### src/rtl/sonar_echo_timer_pkg.sv
// sonar_pkg: shared state encoding and default timing constants for the
// ultrasonic trigger-and-capture engine.
package sonar_pkg;

  // Measurement sequencer states
  typedef enum logic [1:0] {
    IDLE      = 2'd0,
    TRIG      = 2'd1,
    WAIT_RISE = 2'd2,
    MEASURE   = 2'd3
  } state_t;

  // Defaults for a 50 MHz system clock and a typical HC-SR04 style sensor
  localparam int unsigned DEF_CLKS_PER_US = 50;
  localparam int unsigned DEF_TRIG_US     = 10;
  localparam int unsigned DEF_TIMEOUT_US  = 30000;
  localparam int unsigned DEF_WIDTH       = 32;

endpackage

### src/rtl/sonar_echo_timer_if.sv
// sonar_echo_timer_if: bundles the request/result signals and the dedicated
// trig/echo pins. The master side requests measurements and drives the echo
// pin; the slave side is the timer itself.
interface sonar_echo_timer_if #(
  parameter int unsigned WIDTH = 32
) ();
  logic             start;
  logic             echo;
  logic             trig;
  logic             busy;
  logic             done;
  logic             timeout;
  logic [WIDTH-1:0] width_us;

  modport master (
    output start, echo,
    input  trig, busy, done, timeout, width_us
  );

  modport slave (
    input  start, echo,
    output trig, busy, done, timeout, width_us
  );
endinterface

### src/rtl/sonar_echo_timer_echo_sync.sv
// echo_sync: two-flop synchronizer for the asynchronous echo pin.
// Only instantiated when ECHO_SYNC_EN is defined.
module echo_sync (
  input  logic clk,
  input  logic reset,
  input  logic i_async,
  output logic o_sync
);
  logic r_meta;
  logic r_sync;

  // Two-stage capture; the first flop may go metastable, the second settles it
  always_ff @(posedge clk) begin
    if (reset) begin
      r_meta <= 1'b0;
      r_sync <= 1'b0;
    end else begin
      r_meta <= i_async;
      r_sync <= r_meta;
    end
  end

  assign o_sync = r_sync;
endmodule

### src/rtl/sonar_echo_timer.sv
// sonar_echo_timer: drives a fixed-length trigger pulse, waits for the echo
// and measures its high width in whole microseconds via a prescaled clock.
// Optional feature macro: ECHO_SYNC_EN (adds a two-flop echo synchronizer,
// delaying every echo-relative event by two cycles).
module sonar_echo_timer
  import sonar_pkg::*;
#(
  parameter int unsigned CLKS_PER_US = DEF_CLKS_PER_US,
  parameter int unsigned TRIG_US     = DEF_TRIG_US,
  parameter int unsigned TIMEOUT_US  = DEF_TIMEOUT_US,
  parameter int unsigned WIDTH       = DEF_WIDTH
) (
  input logic              clk,
  input logic              reset,
  sonar_echo_timer_if.slave bus
);

  localparam int unsigned      PRE_W       = (CLKS_PER_US > 1) ? $clog2(CLKS_PER_US) : 1;
  localparam logic [PRE_W-1:0] PRE_LAST    = PRE_W'(CLKS_PER_US - 1);
  localparam logic [WIDTH-1:0] TRIG_LAST   = WIDTH'(TRIG_US - 1);
  localparam logic [WIDTH-1:0] CNT_TIMEOUT = WIDTH'(TIMEOUT_US);

  state_t           r_state;
  logic [PRE_W-1:0] r_pre;
  logic [WIDTH-1:0] r_cnt;
  logic             r_trig;
  logic             r_busy;
  logic             r_done;
  logic             r_timeout;
  logic [WIDTH-1:0] r_width;

  logic             w_echo_s;
  logic             w_pre_wrap;
  logic [PRE_W-1:0] w_pre_next;
  logic [WIDTH-1:0] w_cnt_next;

`ifdef ECHO_SYNC_EN
  echo_sync u_echo_sync (
    .clk     (clk),
    .reset   (reset),
    .i_async (bus.echo),
    .o_sync  (w_echo_s)
  );
`else
  assign w_echo_s = bus.echo;
`endif

  // The prescaler and microsecond counter share one advance rule in every
  // counting state: pre wraps at CLKS_PER_US-1 and carries into cnt.
  assign w_pre_wrap = (r_pre == PRE_LAST);
  assign w_pre_next = w_pre_wrap ? '0 : r_pre + PRE_W'(1);
  assign w_cnt_next = w_pre_wrap ? r_cnt + WIDTH'(1) : r_cnt;

  // Measurement sequencer with all outputs registered. Timeout compares use
  // the registered cnt, so a falling (or rising) echo seen on the same cycle
  // takes priority over the timeout.
  always_ff @(posedge clk) begin
    if (reset) begin
      r_state   <= IDLE;
      r_pre     <= '0;
      r_cnt     <= '0;
      r_trig    <= 1'b0;
      r_busy    <= 1'b0;
      r_done    <= 1'b0;
      r_timeout <= 1'b0;
      r_width   <= '0;
    end else begin
      r_done <= 1'b0;
      case (r_state)
        IDLE: begin
          if (bus.start) begin
            r_state <= TRIG;
            r_pre   <= '0;
            r_cnt   <= '0;
            r_trig  <= 1'b1;
            r_busy  <= 1'b1;
          end
        end
        TRIG: begin
          if (w_pre_wrap && (r_cnt == TRIG_LAST)) begin
            r_state <= WAIT_RISE;
            r_trig  <= 1'b0;
            r_pre   <= '0;
            r_cnt   <= '0;
          end else begin
            r_pre <= w_pre_next;
            r_cnt <= w_cnt_next;
          end
        end
        WAIT_RISE: begin
          if (w_echo_s) begin
            r_state <= MEASURE;
            r_pre   <= PRE_W'(1);
            r_cnt   <= '0;
          end else if (r_cnt == CNT_TIMEOUT) begin
            r_state   <= IDLE;
            r_busy    <= 1'b0;
            r_done    <= 1'b1;
            r_timeout <= 1'b1;
            r_width   <= '0;
          end else begin
            r_pre <= w_pre_next;
            r_cnt <= w_cnt_next;
          end
        end
        MEASURE: begin
          if (!w_echo_s) begin
            r_state   <= IDLE;
            r_busy    <= 1'b0;
            r_done    <= 1'b1;
            r_timeout <= 1'b0;
            r_width   <= r_cnt;
          end else if (r_cnt == CNT_TIMEOUT) begin
            r_state   <= IDLE;
            r_busy    <= 1'b0;
            r_done    <= 1'b1;
            r_timeout <= 1'b1;
            r_width   <= CNT_TIMEOUT;
          end else begin
            r_pre <= w_pre_next;
            r_cnt <= w_cnt_next;
          end
        end
        default: begin
          r_state <= IDLE;
          r_trig  <= 1'b0;
          r_busy  <= 1'b0;
        end
      endcase
    end
  end

  assign bus.trig     = r_trig;
  assign bus.busy     = r_busy;
  assign bus.done     = r_done;
  assign bus.timeout  = r_timeout;
  assign bus.width_us = r_width;

endmodule
### src/flat_wrapper.sv
// flat-port wrapper written by rule: the top's interface ports become plain ports
module sonar_echo_timer_flat import sonar_pkg::*;
#(
  parameter int unsigned CLKS_PER_US = DEF_CLKS_PER_US,
  parameter int unsigned TRIG_US     = DEF_TRIG_US,
  parameter int unsigned TIMEOUT_US  = DEF_TIMEOUT_US,
  parameter int unsigned WIDTH       = DEF_WIDTH
)
  (clk, reset, bus_start, bus_echo, bus_trig, bus_busy, bus_done, bus_timeout, bus_width_us);
  sonar_echo_timer_if #(.WIDTH(WIDTH)) bus_i ();
  input logic clk;
  input logic reset;
  input wire logic [$bits(bus_i.start)-1:0] bus_start;
  input wire logic [$bits(bus_i.echo)-1:0] bus_echo;
  output wire logic [$bits(bus_i.trig)-1:0] bus_trig;
  output wire logic [$bits(bus_i.busy)-1:0] bus_busy;
  output wire logic [$bits(bus_i.done)-1:0] bus_done;
  output wire logic [$bits(bus_i.timeout)-1:0] bus_timeout;
  output wire logic [$bits(bus_i.width_us)-1:0] bus_width_us;
  assign bus_i.start = bus_start;
  assign bus_i.echo = bus_echo;
  assign bus_trig = bus_i.trig;
  assign bus_busy = bus_i.busy;
  assign bus_done = bus_i.done;
  assign bus_timeout = bus_i.timeout;
  assign bus_width_us = bus_i.width_us;
  sonar_echo_timer #(.CLKS_PER_US(CLKS_PER_US), .TRIG_US(TRIG_US), .TIMEOUT_US(TIMEOUT_US), .WIDTH(WIDTH)) u_core (.clk(clk), .reset(reset), .bus(bus_i));
endmodule
### config.mk
export PLATFORM = sky130hd
export DESIGN_NAME = sonar_echo_timer_flat
export DESIGN_NICKNAME = d
export VERILOG_FILES = /design/src/rtl/sonar_echo_timer_pkg.sv /design/src/rtl/sonar_echo_timer_if.sv /design/src/rtl/sonar_echo_timer_echo_sync.sv /design/src/rtl/sonar_echo_timer.sv /design/src/flat_wrapper.sv
export SDC_FILE = /design/constraint.sdc
export NUM_CORES = 1
export LEC_CHECK = 0
export ABC_AREA = 1
export BUFFER_PORTS_ARGS = -buffer_cell sky130_fd_sc_hd__buf_2
export CAP_MARGIN = 15
export CORE_UTILIZATION = 45
export DETAILED_ROUTE_END_ITERATION = 8
export GPL_ROUTABILITY_DRIVEN = 0
export GPL_TIMING_DRIVEN = 0
export SLEW_MARGIN = 20
export SYNTH_ARGS = -nofsm -noshare
export SYNTH_HDL_FRONTEND = slang
export SYNTH_HIERARCHICAL = 1
export SYNTH_SLANG_ARGS = --single-unit
### constraint.sdc
create_clock -name clk -period 2.55 [get_ports clk]
set_input_delay 0.1275 -clock clk [delete_from_list [all_inputs] [get_ports clk]]
set_output_delay 0.1275 -clock clk [all_outputs]
set_load 0.03 [all_outputs]
Word-level counts from Yosys, hierarchy flattened. Cells that the tools add are included.

Flip-flop bits (word level): 76.

$add $sub $neg: 2. Equality and inequality tests: 12. Mux-type cells: 40. Reductions and logical operators: 11.

Operators with widths (number): $mux W32 (10); $pmux W32 S4 (1); $pmux W32 S2 (1); $mux W6 (6); $add A32 B1 Y32 const B (1); $eq A32 B15 Y1 const B (1); $eq A32 B4 Y1 const B (1); $pmux W6 S4 (1); $mux W1 (11); $mux W2 (5); $pmux W2 S4 (1); $add A6 B1 Y6 const B (1); $eq A6 B6 Y1 const B (1); $ne A2 B2 Y1 const B (3); $pmux W1 S2 (3); $reduce_and A2 Y1 (3); $reduce_and A3 Y1 (2); $eq A2 B2 Y1 const B (2); $ne A2 B1 Y1 const B (2); $reduce_and A4 Y1 (1); $reduce_bool A2 Y1 (2); $ne A3 B2 Y1 const B (1); $pmux W1 S3 (1); $reduce_bool A3 Y1 (1); 3 further kinds (3).

Longest topological paths before layout. Gate-level depths: netlist (run 1).

Depth in word-level cells: 5. Mapped depth: 13. Gate-level depth less buffers: 13.

Worst setup path before layout (run 1). Ideal clock, no wire load.

Path type: flip-flop to flip-flop. From: reg u_core.r_state[0]. To: reg u_core.r_cnt[5]. Arrival: 1685 ps. Cell stages (with the launch flop): 12. Data required time: 2480 ps. Library setup time: 70 ps. Slack: 795 ps. Buffers on the path: 1. Cells stage by stage: dfxtp_1 > inv_1 > ha_1 > inv_1 > o21ai_2 > inv_2 > nor2_1 > buf_4 > nand2_1 > nand3_1 > nand2_1 > a21oi_1.

Longest elaborated chain between the ends: 3. Elaborated cells between the ends (all ways): 8. Those cells by class: eq/ne: 5; mux: 1; reduce/logical: 2.

Ends and longest elaborated chain: from (decl) (RTL line sonar_echo_timer.sv:23) `state_t r_state;`; from (signal assigned) (RTL line sonar_echo_timer.sv:59) `r_state <= IDLE;`; from (signal assigned) (RTL line sonar_echo_timer.sv:72) `r_state <= TRIG;`; from (signal assigned) (RTL line sonar_echo_timer.sv:81) `r_state <= WAIT_RISE;`; $eq A2 B2 Y1 or $logic_not A2 Y1 (tied branches) (RTL line sonar_echo_timer.sv:69) `case (r_state)`; $ne A2 B2 Y1 (no line); $reduce_and A2 Y1 (no line); to (signal assigned) (RTL line sonar_echo_timer.sv:87) `r_cnt <= w_cnt_next;`; to (signal assigned) (RTL line sonar_echo_timer.sv:103) `r_cnt <= w_cnt_next;`; to (signal assigned) (RTL line sonar_echo_timer.sv:121) `r_cnt <= w_cnt_next;`; to (decl) (RTL line sonar_echo_timer.sv:25) `logic [WIDTH-1:0] r_cnt;`.

Parallel ways exist; a longest one is shown, timed or not. A chain may end at the register's enable or synchronous reset.

Worst setup path after layout (run 1).
From: reg u_core.r_state[0]. To: reg u_core.r_cnt[4].

Same word-level chain as after synthesis.

==> results of run 1 <==
stage by stage:
step	instances	setup slack, ns
floorplan	762	0.795
global placement	934	0.147
detailed placement	934	0.0973
CTS	950	0.0876
global route	950	0.0637
finish	950	0.195
cell families after synthesis:
group / after synthesis / share of synthesized area [%]
xor gates and xnor gates: 16 / 2.98
and+or+nand+nor: 450 / 40.0
AOI/OAI and AO/OA: 116 / 13.7
DFF: 76 / 32.4
buffers and inverters: 94 / 8.26
adders and majority gates: 10 / 2.66
sequential cells by signal (all words and copies together) (netlist names):
signal               flops
u_core/bus.width_us     32
u_core/r_cnt            32
u_core/r_pre             6
u_core/r_state           2
u_core/bus.busy          1
u_core/bus.done          1
u_core/bus.timeout       1
u_core/bus.trig          1
area by class of cell:
type                            count  area (um^2)
Buffer                             32          154
Clock buffer                       13          179
Clock inverter                      3         90.1
Fill cell                        1046         4620
Inverter                           62          238
Multi-Input combinational cell    592         2790
Sequential cell                    76         1520
Tap cell                          133          166
Timing Repair Buffer               39          195
layer usage:
metal | global-route usage (%) | up-vias
met3 | 4.07 | 27
met4 | 14.0 | 0
li1 | - | 2546
met1 | 36.1 | 2305
met2 | 44.3 | 192
met5 | 0 | -
cell usage in the layout (no fill, tap or decap), drive strengths merged:
master and instances:
nand4 13, clkinv 1, nand3 52, o211ai 10, o21bai 1, a21oi 60
nor3 12, xnor2 3, xor2 13, clkinvlp 1, a31oi 1, dfxtp 76
o21ai 43, buf 53, ha 10, nor3b 1, a211oi 1, nand2 194
nor2 172, and2 1, bufinv 3, clkbuf 31, nand3b 5, inv 60
what timing repair did:
action,CTS,global route
setup endpoints to repair,0,20
hold buffers,0,0
hold endpoints to repair,0,0
gates resized for setup,0,2
report_power, final:
part	leakage (nW)	internal, W	switching, W
sequential	0.615	0.00137	0.0000848
clock	0.136	0.000758	0.000453
combinational	1.35	0.000480	0.00131
total	2.10	0.00261	0.00185
critical path: stages (launching register included):
cell and delay [ns]:
dfxtp_1 0.34, inv_1 0.12, ha_1 0.28, inv_1 0.12
o21ai_2 0.25, inv_2 0.10, nor2_1 0.42, buf_4 0.30
nand2_1 0.07, nand3_1 0.07, nand2_1 0.06, a21oi_1 0.14
worst max path at each step:
stage / startpoint / end / slack (ns) / cells after the start
final: u_core/r_state[0] / u_core/r_cnt[4] / 0.20 / 11
after detailed placement: u_core/r_state[0] / u_core/r_cnt[17] / 0.1 / 10
after global placement: u_core/r_state[0] / u_core/r_cnt[19] / 0.15 / 10
after global routing: u_core/r_state[0] / u_core/r_cnt[19] / 0.06 / 10
after CTS: u_core/r_state[0] / u_core/r_cnt[17] / 0.09 / 10
after floorplan: u_core/r_state[0] / u_core/r_cnt[5] / 0.80 / 11
==> flow_summary.json, run 1 <==
{
  "final_util_pct": 53.6,
  "antenna_found_initial": 0,
  "clock_latency_ns": 0.36,
  "slew_headroom_pct": 56.0,
  "n_antenna_cell": 0,
  "grt_pass1_wl_um": 23600,
  "grt.overflow.total": 0,
  "tritoncts": "built",
  "path_class": "flop to flop",
  "synthArstFlopShare_pct": 0,
  "r2r_start": "u_core/r_state[0]",
  "p_per_area_nw_per_um2": 836,
  "outcome": "complete, no violations",
  "yosys.area.top_type_share_pct": 32.4,
  "clock.fmax_mhz": 425,
  "start_util_pct": 47.2,
  "drive_above_1_share_pct": 11.8,
  "die_h_um": 104,
  "final_hold_viol_count": 0,
  "fp.coreArea_um2": 9950,
  "finalPower_w": 0.00446,
  "path_clk_slew_ns": 0.08,
  "m1WireLength_um": 6570,
  "synth_ff_type": "dfxtp_1",
  "drt_pass1_iterations": 5,
  "ys_warn_count": 6,
  "r2r_cells": 11,
  "final_max_slew_viol_count": 0,
  "worst_pin_slew_ns": 0.660,
  "worstSetupStartpointType": "flop",
  "setup_viol": 0,
  "vias": 5070,
  "synthCells": 762,
  "grt_start_max_net_pins": 13,
  "wl_um": 14400,
  "p_leak_nw": 2.10,
  "viasPerCell": 5.34,
  "wl_met2_um": 6460,
  "yosysMostFrequentCell": "nand2_1",
  "io_buffers": 39,
  "rsz0062_at_grt": "no",
  "placed_cell_area_um2": 5060,
  "synth.distinct_cells": 36,
  "synth_area_leaders": "dfxtp_1 32%, nand2_1 15%, nor2_1 13%, a21oi_1 6.4%, nand3_1 5.2%",
  "end_kind": "flop",
  "whs_ns": 0.137,
  "grt_pass1_vias": 4650,
  "skew_ns": 0.00849,
  "cts_buffer_depth": 2,
  "ys_top_cells_by_count": "191 x nand2_1, 166 x nor2_1, 76 x dfxtp_1",
  "routed.top_layer": "met4",
  "synth_top_area_cell": "dfxtp_1",
  "worstPathArrival_ns": 2.63,
  "num_rows": 36,
  "syn_area_um2": 4700,
  "clock_sinks": 76,
  "drc": 0,
  "ys_seq_area_share_pct": 32.4,
  "synth-seq-cells": 76,
  "root_buffer": "clkbuf_8",
  "hpwlAfterDp_um": 10700,
  "dr_wl_met3_um": 895,
  "avgSynthCellArea_um2": 6.17,
  "maxCapViolCount": 0,
  "layout.nets": 826,
  "detail-route-antenna-nets": 0,
  "r2r_setup_slack_ns": 0.20,
  "whs_endpoint": "u_core/bus.width_us[26]",
  "worst_r2r_endpoint": "u_core/r_cnt[4]",
  "ios": 40,
  "hold_depth": 4,
  "worstPathMaxFanout": 10,
  "syn2layout_area_growth_pct": 13.6,
  "gr-usage-all-layers_pct": 27.6,
  "syn_nets": 776,
  "post_cts_buffers": 0,
  "stdcell_area_um2": 5340,
  "wl_per_cell_um": 15.1,
  "peakVddDrop_uv": 441,
  "worstPathRequired_ns": 2.83,
  "dieWidth_um": 104,
  "first_iter_violations": 374,
  "min_period_over_period_pct": 92.3,
  "dieArea_um2": 10900,
  "worstHoldStart": "bus_echo",
  "cts_buffers": 9,
  "synth_edf_count": 0,
  "finalSetupTns_ns": 0,
  "hp-class": "input pin to flop",
  "min_period_ns": 2.35,
  "htree_levels": 3
}
Power figures use the tool's default switching activity.
==> inputs of run 2 (changes only) <==
--- a/config.mk
+++ b/config.mk
@@ -8,6 +8,7 @@
 export ABC_AREA = 1
 export BUFFER_PORTS_ARGS = -buffer_cell sky130_fd_sc_hd__buf_2
 export CAP_MARGIN = 15
+export CORE_ASPECT_RATIO = 0.5
 export CORE_UTILIZATION = 45
 export DETAILED_ROUTE_END_ITERATION = 8
 export GPL_ROUTABILITY_DRIVEN = 0
==> run 2 against run 1 <==
Net effect:
- clock power up 14%
- wire length is 5.0% higher
- sequential cell count did not move
- design area is 1.1% higher
- critical endpoint is now u_core/r_cnt[19]
==> flow_summary.json, run 2 (synthesis results as in run 1) <==
{
  "clock.fmax_mhz": 427,
  "skew_ns": 0.00935,
  "cts_buffers": 9,
  "crit_slowest_cell": "dfxtp_1",
  "wl_um": 15100,
  "n_antenna_cell": 0,
  "p_leak_nw": 2.12,
  "die_h_um": 74.3,
  "detail-route-antenna-nets": 0,
  "drt_pass1_iterations": 5,
  "path_clk_slew_ns": 0.06,
  "crit_start": "u_core/r_state[0]",
  "viasPerCell": 5.28,
  "post_cts_buffers": 0,
  "gr-usage-all-layers_pct": 29.5,
  "start_util_pct": 48.0,
  "first_iter_violations": 540,
  "worstPathRequired_ns": 2.75,
  "setup_viol": 0,
  "grt_start_max_net_pins": 14,
  "critical_path_depth": 10,
  "peakVddDrop_uv": 468,
  "hp-class": "input pin to flop",
  "hpwlAfterDp_um": 11600,
  "worstHoldStart": "bus_echo",
  "drive_above_1_share_pct": 11.6,
  "finalPower_w": 0.00464,
  "min_period_over_period_pct": 91.8,
  "tritoncts": "built",
  "finalSetupTns_ns": 0,
  "final_max_slew_viol_count": 0,
  "wl_per_cell_um": 15.9,
  "worstPathMaxFanout": 10,
  "drc": 0,
  "crit_family": "buffers and inverters",
  "num_rows": 25,
  "maxCapViolCount": 0,
  "end_kind": "flop",
  "r2r_start": "u_core/r_state[0]",
  "rsz0062_at_grt": "no",
  "io_buffers": 39,
  "antenna_found_initial": 0,
  "fp.coreArea_um2": 9790,
  "path_class": "flop to flop",
  "final_hold_viol_count": 0,
  "worstSetupStartpointType": "flop",
  "path_buf_inv": 4,
  "p_per_area_nw_per_um2": 860,
  "htree_levels": 3,
  "outcome": "complete, no violations",
  "slew_headroom_pct": 47.7,
  "worst_path_largest_cell_delay_ns": 0.38,
  "syn2layout_area_growth_pct": 14.8,
  "final_cell_mix": "190 x nand2_1, 166 x nor2_1, 76 x dfxtp_1, 60 x a21oi_1, 55 x inv_1",
  "layout.nets": 826,
  "whs_ns": 0.195,
  "min_period_ns": 2.34,
  "ios": 40,
  "clock_latency_ns": 0.34,
  "worst_pin_slew_ns": 0.784,
  "grt_pass1_wl_um": 23900,
  "stdcell_count": 951,
  "worstPathArrival_ns": 2.54,
  "path_cells": "ha_1 -> inv_2 -> nor2_4 -> inv_2 -> nand2_2 -> nor2_1 -> clkbuf_4 -> clkbuf_4 -> o211ai_1 -> a21oi_1",
  "dieArea_um2": 10900,
  "hold_depth": 4,
  "grt_pass1_vias": 4311,
  "cts_buffer_depth": 2,
  "vias": 5017,
  "r2r_cells": 10,
  "dieWidth_um": 147,
  "clock_sinks": 76,
  "place_inst": 936,
  "final_common_cell": "nand2_1",
  "grt.overflow.total": 0,
  "root_buffer": "clkbuf_16"
}
[run 2: changes by cell type in the layout (fill, tap and decap cells not counted), sizes merged]
cell / delta
buf: -2
clkbuf: -2
clkinvlp: +1
clkinv: +3
bufinv: -1
[run 2: tightest hold or removal path: stages]
cell and delay [ns]:
buf_2 0.13, nor2_4 0.09, nand3_1 0.09, a21oi_1 0.05
[run 2: stage by stage]
stage / setup slack [ns] / area [um^2] / util (%)
6_report: 0.210 / 5390 / 55.1
5_1_grt: 0.0105 / 5390 / 55.1
3_5_place_dp: -0.0588 / 5060 / 51.7
4_1_cts: 0.0316 / 5380 / 55.0
2_1_floorplan: 0.795 / 4700 / -
3_3_place_gp: -0.0469 / 5060 / 51.7
[run 2: final timing paths]
check	slack, ns	endpoint
min reg2reg	0.44	u_core/bus.trig
min	0.19	u_core/bus.width_us[26]
max reg2reg	0.21	u_core/r_cnt[19]
max	0.21	u_core/r_cnt[19]
[run 2: power by group]
part	switching, W	internal, W
combinational	0.00130	0.000488
sequential	0.0000919	0.00138
clock	0.000523	0.000853
[run 2: routing by layer]
layer | routed length (um) | global-route usage [%]
met5 | 0 | 0
met1 | 7780 | 43.5
met3 | 1670 | 10.6
met2 | 5520 | 40.4
met4 | 110 | 6.02
[run 2: area by class of cell]
type / instances / area [um^2]
tap: 135 / 169
clock buffer: 9 / 225
inverter: 62 / 238
sequential: 76 / 1520
multi-input combinational: 592 / 2800
timing repair buffer: 39 / 195
fill: 1052 / 4400
buffer: 32 / 159
clock inverter: 6 / 90.1
[run 2: repair_timing]
action | in CTS | in global routing
gates resized for setup | 1 | 4
hold buffers | 0 | 0
endpoints found under the setup margin | 21 | 31
==> inputs of run 3 (changes only) <==
--- a/config.mk
+++ b/config.mk
@@ -10,6 +10,7 @@
 export CAP_MARGIN = 15
 export CORE_ASPECT_RATIO = 0.5
 export CORE_UTILIZATION = 45
+export CTS_BUF_LIST = sky130_fd_sc_hd__clkbuf_8
 export DETAILED_ROUTE_END_ITERATION = 8
 export GPL_ROUTABILITY_DRIVEN = 0
 export GPL_TIMING_DRIVEN = 0
==> run 3 against run 2 <==
Net effect:
- power decreased by 7.5%
- design area decreased by 1.9%
- worst setup slack got worse by 0.00082 ns
- critical endpoint unchanged
- non-clock buffer count unchanged
- via count decreased by 0.90%
- register-to-register slack about the same
- die area unchanged
- sequential power about the same
- first-iteration DRC count decreased by 5.0%
- worst hold slack got worse by 0.031 ns
==> flow_summary.json, run 3 (synthesis results as in run 1) <==
{
  "outcome": "complete, no violations",
  "setup_viol": 0,
  "start_util_pct": 48.0,
  "wl_um": 15100,
  "cts_buffers": 9,
  "min_period_ns": 2.34,
  "slew_headroom_pct": 47.7,
  "path_clk_slew_ns": 0.08,
  "final_cell_mix": "190 x nand2_1, 166 x nor2_1, 76 x dfxtp_1, 60 x a21oi_1, 55 x inv_1",
  "grt_start_max_net_pins": 14,
  "hpwlAfterDp_um": 11600,
  "p_leak_nw": 2.07,
  "crit_slowest_cell": "dfxtp_1",
  "clkPwrFrac_pct": 24.2,
  "worstSetupStartpointType": "flop",
  "r2r_setup_slack_ns": 0.21,
  "path_cells": "ha_1 -> inv_2 -> nor2_4 -> inv_2 -> nand2_2 -> nor2_1 -> clkbuf_4 -> clkbuf_4 -> o211ai_1 -> a21oi_1",
  "grt_pass1_vias": 4275,
  "min_period_over_period_pct": 91.8,
  "seqPwrFrac_pct": 34.2,
  "clock_sinks": 76,
  "routed.top_layer": "met4",
  "worst_pin_slew_ns": 0.785,
  "drc": 0,
  "stdcell_area_um2": 5290,
  "vias": 4972,
  "viasPerCell": 5.23,
  "worstPathMaxFanout": 10,
  "grt.overflow.total": 0,
  "dr_wl_met3_um": 1740,
  "path_buf_inv": 4,
  "antenna_found_initial": 0,
  "gr-usage-all-layers_pct": 29.3,
  "cts_buffer_depth": 2,
  "ios": 40,
  "worst_path_largest_cell_delay_ns": 0.38,
  "worstHoldStart": "bus_echo",
  "n_fill_cell": 1060,
  "peakVddDrop_uv": 466,
  "wl_per_cell_um": 15.8,
  "worstPathRequired_ns": 2.78,
  "p_sw_w": 0.00188,
  "post_cts_buffers": 0,
  "grt_pass1_wl_um": 23800,
  "first_iter_violations": 513,
  "worst_r2r_endpoint": "u_core/r_cnt[19]",
  "root_buffer": "clkbuf_8",
  "r2r_cells": 10,
  "final_util_pct": 54.1,
  "placed_cell_area_um2": 5060,
  "layout.nets": 826,
  "htree_levels": 3,
  "whs_ns": 0.164,
  "wl_met2_um": 5510,
  "combPwrFrac_pct": 41.6,
  "detail-route-antenna-nets": 0,
  "clock_latency_ns": 0.37,
  "multi_input_area_um2": 2800,
  "whs_endpoint": "u_core/bus.width_us[26]",
  "p_per_area_nw_per_um2": 810,
  "drive_above_1_share_pct": 11.6,
  "p_int_w": 0.00241,
  "n_antenna_cell": 0,
  "maxCapViolCount": 0,
  "m1WireLength_um": 7720,
  "tritoncts": "built",
  "drt_pass1_iterations": 5,
  "num_rows": 25,
  "io_buffers": 39,
  "place_inst": 936,
  "dieArea_um2": 10900,
  "die_h_um": 74.3,
  "clock.fmax_mhz": 427,
  "syn2layout_area_growth_pct": 12.6,
  "end_kind": "flop",
  "rsz0062_at_grt": "no",
  "hp-class": "input pin to flop",
  "stdcell_count": 951,
  "worstPathArrival_ns": 2.57,
  "r2r_start": "u_core/r_state[0]",
  "fp.coreArea_um2": 9790,
  "final_common_cell": "nand2_1",
  "skew_ns": 0.0148,
  "path_class": "flop to flop",
  "switching_share_pct": 43.8,
  "final_hold_viol_count": 0,
  "final_max_slew_viol_count": 0,
  "finalSetupTns_ns": 0,
  "hold_depth": 4,
  "crit_family": "buffers and inverters",
  "dieWidth_um": 147,
  "regArea_um2": 1520
}
==> run 3: cell types whose count changed in the layout (fill, tap and decap cells not counted) <==
cell	delta
clkbuf_16	-9
clkbuf_8	+9
==> run 3: timing repair <==
| action | CTS | global route |
|---|---|---|
| resized for setup | 1 | 4 |
| hold endpoints to repair | 0 | 0 |
| endpoints found under the setup margin | 21 | 31 |
| hold buffers | 0 | 0 |
| gates cloned | 0 | 0 |
==> run 3: power groups by stage <==
stage,sequential [W],clock [W],combinational [W]
floorplan,0.00183,0,0.000902
detailed placement,0.00150,0,0.00176
global placement,0.00149,0,0.00175
CTS,0.00147,0.00106,0.00177
finish,0.00147,0.00104,0.00179
global route,0.00149,0.00111,0.00197
==> run 3: per-stage QoR <==
stage	setup slack, ns	total power [W]
6_report	0.209	0.00429
3_5_place_dp	-0.0588	0.00326
3_3_place_gp	-0.0469	0.00324
4_1_cts	0.0256	0.00429
5_1_grt	0.00864	0.00457
2_1_floorplan	0.795	0.00273
==> run 3: area by class of cell <==
class,count,share of cell area (%)
repair buffers,39,3.69
clock inverters,6,1.70
flip-flops and latches,76,28.7
inverters,62,4.49
plain buffers,32,3.00
multi-input cells,592,52.8
clock buffers,9,2.34
well taps,135,3.19
==> run 3: worst max path at each step <==
stage / from / endpoint / slack (ns) / cells past startpoint
final: u_core/r_state[0] / u_core/r_cnt[19] / 0.21 / 10
after global routing: u_core/r_state[0] / u_core/r_cnt[19] / 0.009 / 10
after CTS: u_core/r_state[0] / u_core/r_cnt[19] / 0.03 / 10
after detailed placement: u_core/r_state[0] / u_core/r_cnt[19] / -0.06 / 10
after global placement: u_core/r_state[0] / u_core/r_cnt[21] / -0.05 / 10
after floorplan: u_core/r_state[0] / u_core/r_cnt[5] / 0.80 / 11
==> run 3: metal layers <==
layer	vias to the layer above	global-route usage (%)
met5	-	0
met4	0	5.67
met3	7	10.4
met1	2211	43.5
li1	2543	-
met2	211	40.1
==> run 3: worst min-delay path, cell delays in order <==
cell     delay [ns]
buf_2          0.12
nor2_4         0.09
nand3_1        0.09
a21oi_1        0.05
